<file path="src/rtl/lfsr_bank_pkg.sv">
// Shared types and default sizing for the LFSR bank.
package lfsr_bank_pkg;

  localparam int unsigned DefWidth    = 107;
  localparam int unsigned DefChannels = 4;

  typedef enum logic [0:0] {
    StLoad,
    StRun
  } state_e;

endpackage

</file>
<file path="src/rtl/lfsr_chan.sv">
// One Galois LFSR channel: seed load, step, and (with LFSR_BANK_LOCKUP_EN) lockup recovery
// from the stored seed.
module lfsr_chan
  import lfsr_bank_pkg::*;
#(
  parameter int unsigned WIDTH = DefWidth
) (
  input  logic             clk,
  input  logic             rst,
  input  logic             load,
  input  logic             step,
  input  logic [WIDTH-1:0] seed,
  input  logic [WIDTH-1:0] tap,
  output logic [WIDTH-1:0] data
`ifdef LFSR_BANK_LOCKUP_EN
  ,
  output logic             lockup
`endif
);

  logic [WIDTH-1:0] r_q, r_d, step_val;

  assign step_val = (r_q >> 1) ^ (r_q[0] ? tap : '0);
  assign data     = r_q;

`ifdef LFSR_BANK_LOCKUP_EN
  logic [WIDTH-1:0] seed_q;
  logic             lockup_q, lockup_d;

  // A load always beats a step; a step that would reach zero restarts from the stored seed.
  always_comb begin
    r_d      = r_q;
    lockup_d = 1'b0;
    if (load) begin
      r_d = seed;
    end else if (step) begin
      if (step_val == '0) begin
        r_d      = seed_q;
        lockup_d = 1'b1;
      end else begin
        r_d = step_val;
      end
    end
  end

  always_ff @(posedge clk) begin
    if (rst) begin
      r_q      <= '0;
      seed_q   <= '0;
      lockup_q <= 1'b0;
    end else begin
      r_q      <= r_d;
      lockup_q <= lockup_d;
      if (load) seed_q <= seed;
    end
  end

  assign lockup = lockup_q;
`else
  always_comb begin
    r_d = r_q;
    if (load) begin
      r_d = seed;
    end else if (step) begin
      r_d = step_val;
    end
  end

  always_ff @(posedge clk) begin
    if (rst) begin
      r_q <= '0;
    end else begin
      r_q <= r_d;
    end
  end
`endif

endmodule

</file>
<file path="src/rtl/lfsr_bank.sv">
// Bank of CHANNELS Galois LFSRs with a LOAD/RUN seeding FSM and a valid/ready sample stream.
// Define LFSR_BANK_LOCKUP_EN to enable per-channel lockup recovery and the lockup port.
module lfsr_bank
  import lfsr_bank_pkg::*;
#(
  parameter int unsigned WIDTH    = DefWidth,
  parameter int unsigned CHANNELS = DefChannels,
  parameter int unsigned CW       = (CHANNELS > 1) ? $clog2(CHANNELS) : 1
) (
  input  logic                      clk,
  input  logic                      rst,
  input  logic                      seed_valid,
  output logic                      seed_ready,
  input  logic [CW-1:0]             seed_ch,
  input  logic [WIDTH-1:0]          seed,
  input  logic [WIDTH-1:0]          tap,
  output logic                      seed_err,
  output logic                      out_valid,
  input  logic                      out_ready,
  output logic [CHANNELS*WIDTH-1:0] out_data
`ifdef LFSR_BANK_LOCKUP_EN
  ,
  output logic [CHANNELS-1:0]       lockup
`endif
);

  state_e              state_q, state_d;
  logic [CHANNELS-1:0] seeded_q, seeded_d, load;
  logic [31:0]         ch_ext;
  logic                seed_ok, step, seed_err_q;

  // Widened so the range check stays meaningful when CHANNELS fills the index width.
  assign ch_ext     = 32'(seed_ch);
  assign seed_ok    = seed_valid && (seed != '0) && (ch_ext < CHANNELS);
  assign seed_ready = 1'b1;
  assign out_valid  = (state_q == StRun);
  assign step       = out_valid && out_ready;
  assign seed_err   = seed_err_q;

  for (genvar c = 0; c < CHANNELS; c++) begin : g_chan
    assign load[c] = seed_ok && (ch_ext == 32'(c));

    lfsr_chan #(
      .WIDTH (WIDTH)
    ) u_chan (
      .clk    (clk),
      .rst    (rst),
      .load   (load[c]),
      .step   (step),
      .seed   (seed),
      .tap    (tap),
      .data   (out_data[c*WIDTH +: WIDTH])
`ifdef LFSR_BANK_LOCKUP_EN
      ,
      .lockup (lockup[c])
`endif
    );
  end

  always_comb begin
    seeded_d = seeded_q | load;
    state_d  = state_q;
    if (state_q == StLoad && (&seeded_d)) begin
      state_d = StRun;
    end
  end

  always_ff @(posedge clk) begin
    if (rst) begin
      state_q    <= StLoad;
      seeded_q   <= '0;
      seed_err_q <= 1'b0;
    end else begin
      state_q    <= state_d;
      seeded_q   <= seeded_d;
      seed_err_q <= seed_valid && !seed_ok;
    end
  end

endmodule

</file>
<file path="config.mk">
export PLATFORM = sky130hd
export DESIGN_NAME = lfsr_bank
export DESIGN_NICKNAME = d
export VERILOG_FILES = /design/src/rtl/lfsr_bank_pkg.sv /design/src/rtl/lfsr_chan.sv /design/src/rtl/lfsr_bank.sv
export SDC_FILE = /design/constraint.sdc
export NUM_CORES = 2
export LEC_CHECK = 0
export ABC_AREA = 1
export CORE_AREA = 2 2 250 252
export DETAILED_ROUTE_END_ITERATION = 7
export DIE_AREA = 0 0 252 254
export PLACE_DENSITY = 0.72
export SYNTH_ARGS = -nofsm -noshare
export SYNTH_HDL_FRONTEND = slang
export SYNTH_HIERARCHICAL = 1
export SYNTH_SLANG_ARGS = --single-unit
</file>
<file path="constraint.sdc">
create_clock -name clk -period 2.45 [get_ports clk]
set_clock_uncertainty 0.1 [all_clocks]
set_input_delay 0.49 -clock clk [delete_from_list [all_inputs] [get_ports clk]]
set_output_delay 0.49 -clock clk [all_outputs]
set_load 0.01 [all_outputs]
</file>
# == After elaboration in Yosys (flattened, before gate mapping) ==
# Cells that the tools add are included.
# totals
ff_bits,434
out_inout_bits,431
input_bits,220
word_cells,46
# classes
magnitude_cmp,1
eq_ne,3
reduce_logical,17
bitwise_logic,6
muxes,12
# op_table
op,n
107-bit 2-to-1 mux,12
106-bit by 107-bit XOR with 107-bit output,4
107-bit nonzero test,1
32-bit zero test,1
1-bit logical AND,9
2-bit nonzero test,4
"2-bit == test, second input constant",2
4-bit bitwise OR,1
4-bit AND reduction,1
"2-bit by 3-bit < comparator with 1-bit output, second input constant",1
"2-bit by 1-bit == test with 1-bit output, second input constant",1
1-bit zero test,1
1-bit inverter,1

# == Depth between registers and ports, before layout ==
# logic_depth
word_depth,7
ltp_mapped,16

# == By module ==
# The synthesis kept the hierarchy.
# by_module_without_submodules
module,n_inst,seq_area_each_um2,area_each_um2,cells_each
lfsr_chan,4,2142.1,6548.8,1032
lfsr_bank,1,120.1,814.5,170

# == Least setup slack after synthesis ==
# No wires, ideal clock.
# synth_timing
path_kind,input to register
start,input port seed[99]
end,register g_chan[3].u_chan.r_q[100]
setup_time_ns,0.132
stages,15
path_buffers,3
arrival_ns,1.922
setup_slack_ns,0.296
required_time_ns,2.218
path_cell_list,nor2_1 -> and2_1 -> nand2_1 -> nor2_1 -> nand2_1 -> nor2_2 -> nand2_2 -> nand3_2 -> inv_1 -> buf_4 -> buf_4 -> buf_2 -> nand2_1 -> a21boi_0 -> a21oi_1
# synth_via
elab_chain_cells,5
elab_cells_between_ends,6
classes_between,mux: 1; reduce/logical: 5
# synth_lines
element,line,rtl
from (decl),lfsr_bank.sv:15,"input logic [WIDTH-1:0] seed,"
107-bit nonzero test *,lfsr_bank.sv:34,assign seed_ok = seed_valid && (seed != '0) && (ch_ext < CHANNELS);
1-bit logical AND * (2 in series),lfsr_bank.sv:34,
1-bit logical AND *,lfsr_bank.sv:41,assign load[c] = seed_ok && (ch_ext == 32'(c));
via load[3],lfsr_bank.sv:28,"logic [CHANNELS-1:0] seeded_q, seeded_d, load;"
107-bit 2-to-1 mux / 2-bit nonzero test (equally long branches),-,
to (signal assigned),lfsr_chan.sv:73,r_q <= r_d;
to (decl),lfsr_chan.sv:21,"logic [WIDTH-1:0] r_q, r_d, step_val;"
# The timed path passes the listed nets; every way through them passes the cells marked *.
# A chain may end at the register's enable or synchronous reset.

# == Final worst setup path ==
# layout_timing
start,input port seed[16]
end,register g_chan[0].u_chan.r_q[12]
# layout_via
elab_chain_cells,5
elab_cells_between_ends,6
classes_between,mux: 1; reduce/logical: 5
# layout_lines
element,line
107-bit nonzero test *,lfsr_bank.sv:34
1-bit logical AND * (2 in series),lfsr_bank.sv:34
1-bit logical AND *,lfsr_bank.sv:41
via load[0],lfsr_bank.sv:28
107-bit 2-to-1 mux / 2-bit nonzero test (equally long branches),-
to (signal assigned),lfsr_chan.sv:73
to (decl),lfsr_chan.sv:21
# Marked as above.

==> impl_metrics.tcl <==
set metrics [dict create \
    core-area_mm2 0.0613 \
    h-tree-depth 2 \
    drtIter0Drc 2953 \
    grt_max_degree 121 \
    syn_inst 4298 \
    io_buffers 649 \
    crit_chain "dlygate4sd2_1, nor2_2, nand4_1, nor2_2, nand2_2, nor2_4, nand2_4, nand3_4, inv_8, nor2_4, buf_4, buf_12, clkbuf_16, nand3_1, a21oi_1" \
    hold_ws_ns 0.118 \
    viasPerCell 5.61 \
    rsz0062_at_grt "true" \
    hold_viol 0 \
    grtUsageMet2_pct 54.4 \
    worstMarginPinSlew_ns 0.630 \
    yosysMostFrequentCell "nand2_1" \
    yosysTopAreaCell "dfxtp_1" \
    netlist.area_leader.share_pct 32.2 \
    synth.avg_cell_area_um2 6.28 \
    cts_made_buffers 50 \
    p_leak_nw 15.0 \
    gr-total-overflow 0 \
    fillers 5610 \
    use_met1_pct 43.2 \
    period_share_pct 98.4 \
    synthArstFlopShare_pct 0 \
    drt-pass1-iter-count 6 \
    clock-sinks 434 \
    setup_violations 0 \
    ys.flop_type "dfxtp_1" \
    fmax_ghz 0.415 \
    hold_buffers 0 \
    start_kind "input port" \
    synthesis.nets 4518 \
    drc_errors 0 \
    cp_max_fo 7 \
    layout-drive-gt1-share_pct 7.73 \
    synth_area_leaders "dfxtp_1 (32%), nand2_1 (18%), nand3_1 (16%), a21boi_0 (11%), a21oi_1 (8.0%)" \
    drtAntennaViolNets 0 \
    grt_usage_pct 33.8 \
    path_clk_slew_ns 0.06 \
    cp_slowest_stage_delay_ns 0.31 \
    end_kind "flop" \
    ir_drop_v 0.000487 \
    final_cell_area_mm2 0.0377 \
    grt_antenna_before_repair 8 \
    period_minus_slack_ns 2.41 \
    vias 32400 \
    clockBufferDepth 3 \
    hold_class "in -> reg" \
    synth_cell_types 22 \
    start_util_pct 44.1 \
    seq_area_frac_synth_pct 32.2 \
    syn_to_final_growth_pct 39.7 \
    max-cap-violations 0 \
    wl_mm 116 \
    wl_per_cell_um 20.1 \
    synth_commonest_cells "nand2_1 (1,315), nand3_1 (852), inv_1 (464), dfxtp_1 (434), a21oi_1 (432)" \
    grt_pass1_wl_mm 171 \
    arrival_ns 2.83 \
    path_class "in -> reg" \
    status "finished, final reports clean" \
    hpwlAfterDp_mm 78.7 \
    maxSlewHeadroom_pct 58.0 \
    die_x_um 252 \
    cp_slowest_cell "nand4_1" \
    dieArea_mm2 0.0640 \
    place.gp.congestion 0.934 \
    num_rows 91 \
    grt_pass1_vias 28700 \
    synth_edf_count 0 \
    ios 651 \
    use_met3_pct 7.79 \
    die_h_um 254 \
    tritoncts "done" \
    insertion_delay_ns 0.61 \
    ys_ff_latch 434 \
    pwr_density_cell_mw_per_mm2 485 \
    yosysWarnings 6 \
    top_usage_layer "met2" \
    cp.required_ns 2.87 \
    drv_slew 0 \
    placed_area_mm2 0.0353 \
    cts_root_buf "clkbuf_16" \
    synth_area_mm2 0.0270 \
    fin_nets 5172 \
]
registers in the layout, summed over array words and instances, names as in the netlist:
name,flops
seeded_q,4
out_valid,1
g_chan.u_chan/data,428
seed_err,1
path summary, 6_finish.rpt:
path,end,start,cells after the start,slack (ns)
worst max-delay path,g_chan[0].u_chan/data[12]$_SDFFE_PP0P_,seed[16],15,0.04
worst min-delay path,g_chan[3].u_chan/data[38]$_SDFFE_PP0P_,rst,2,0.12
worst max register to register,g_chan[0].u_chan/data[12]$_SDFFE_PP0P_,out_valid$_SDFFE_PP0P_,10,0.60
worst min register to register,seeded_q[2]$_SDFF_PP0_,seeded_q[2]$_SDFF_PP0_,2,0.37
placed cells by master, fill, tap and decap left out, drive strengths merged, types with 3 or more instances in the layout:
cell and n:
clkdlybuf4s50 591, inv 469, and2 8, dlymetal6s2s 53
a21boi 428, nand3 856, nand2 1316, dfxtp 434
a21oi 432, nor2 69, clkinv 6, clkbuf 89
buf 228, nand4 3
power by group:
group / internal (mW) / switching (mW) / leakage [nW]
Combinational: 1.35 / 1.66 / 10.7
Clock: 4.43 / 3.22 / 0.798
Sequential: 7.30 / 0.327 / 3.53
Total: 13.1 / 5.21 / 15.0
logic make-up (layout without fill, tap and decap cells):
group	after synthesis	in the layout	share of synthesized area [%]
AND/OR/NAND/NOR	2254	2254	35.8
AO/OA/AOI/OAI	860	860	19.9
buffers and inverters	749	1442	12.2
flip-flops	434	434	32.2
other	1	2	0.0139
area by class of cell:
type,instances,area [um2],area share [%]
Antenna cell,1,2.50,0.00663
Sequential cell,434,8700,23.1
Multi-Input combinational cell,3115,15200,40.4
Timing Repair Buffer,883,9400,24.9
Tap cell,790,988,2.62
Inverter,468,1770,4.70
Clock inverter,10,106,0.282
Clock buffer,81,1520,4.03
stage by stage:
| stage | worst slack, ns | setup TNS (ns) | utilization, % | std cells | power (mW) |
|---|---|---|---|---|---|
| 2_1_floorplan | 0.296 | 0 | - | 4298 | 8.84 |
| 3_3_place_gp | -0.835 | -334.68 | 57.7 | 5667 | 10.6 |
| 3_5_place_dp | -0.847 | -336.15 | 57.7 | 5667 | 10.7 |
| 4_1_cts | -0.00491 | -0.0160 | 60.8 | 5771 | 18.2 |
| 5_1_grt | -0.0379 | -0.570 | 61.6 | 5782 | 18.9 |
| 6_report | 0.0385 | 0 | 61.6 | 5782 | 18.3 |
worst max-delay path: cells and delay by family:
kind / cells / cell delay, ns
compound gates: 1 / 0.15
buf+inv: 5 / 0.80
simple gates: 9 / 1.39
layer usage:
| metal | up-vias | wire [um] | part of all wire [%] |
|---|---|---|---|
| li1 | 15300 | - | - |
| met1 | 15100 | 46100 | 40 |
| met2 | 1660 | 52500 | 45 |
| met3 | 301 | 12000 | 10 |
| met4 | 14 | 5530 | 4.8 |
| met5 | - | 89 | 0.077 |
what timing repair did:
action                     4_1_cts  5_1_grt
setup buffers                    8        4
pin swaps                        8       52
gates resized for setup         32      109
gates cloned                     6        6
setup endpoints to repair      428      428
(Power assumes the default switching activity.)
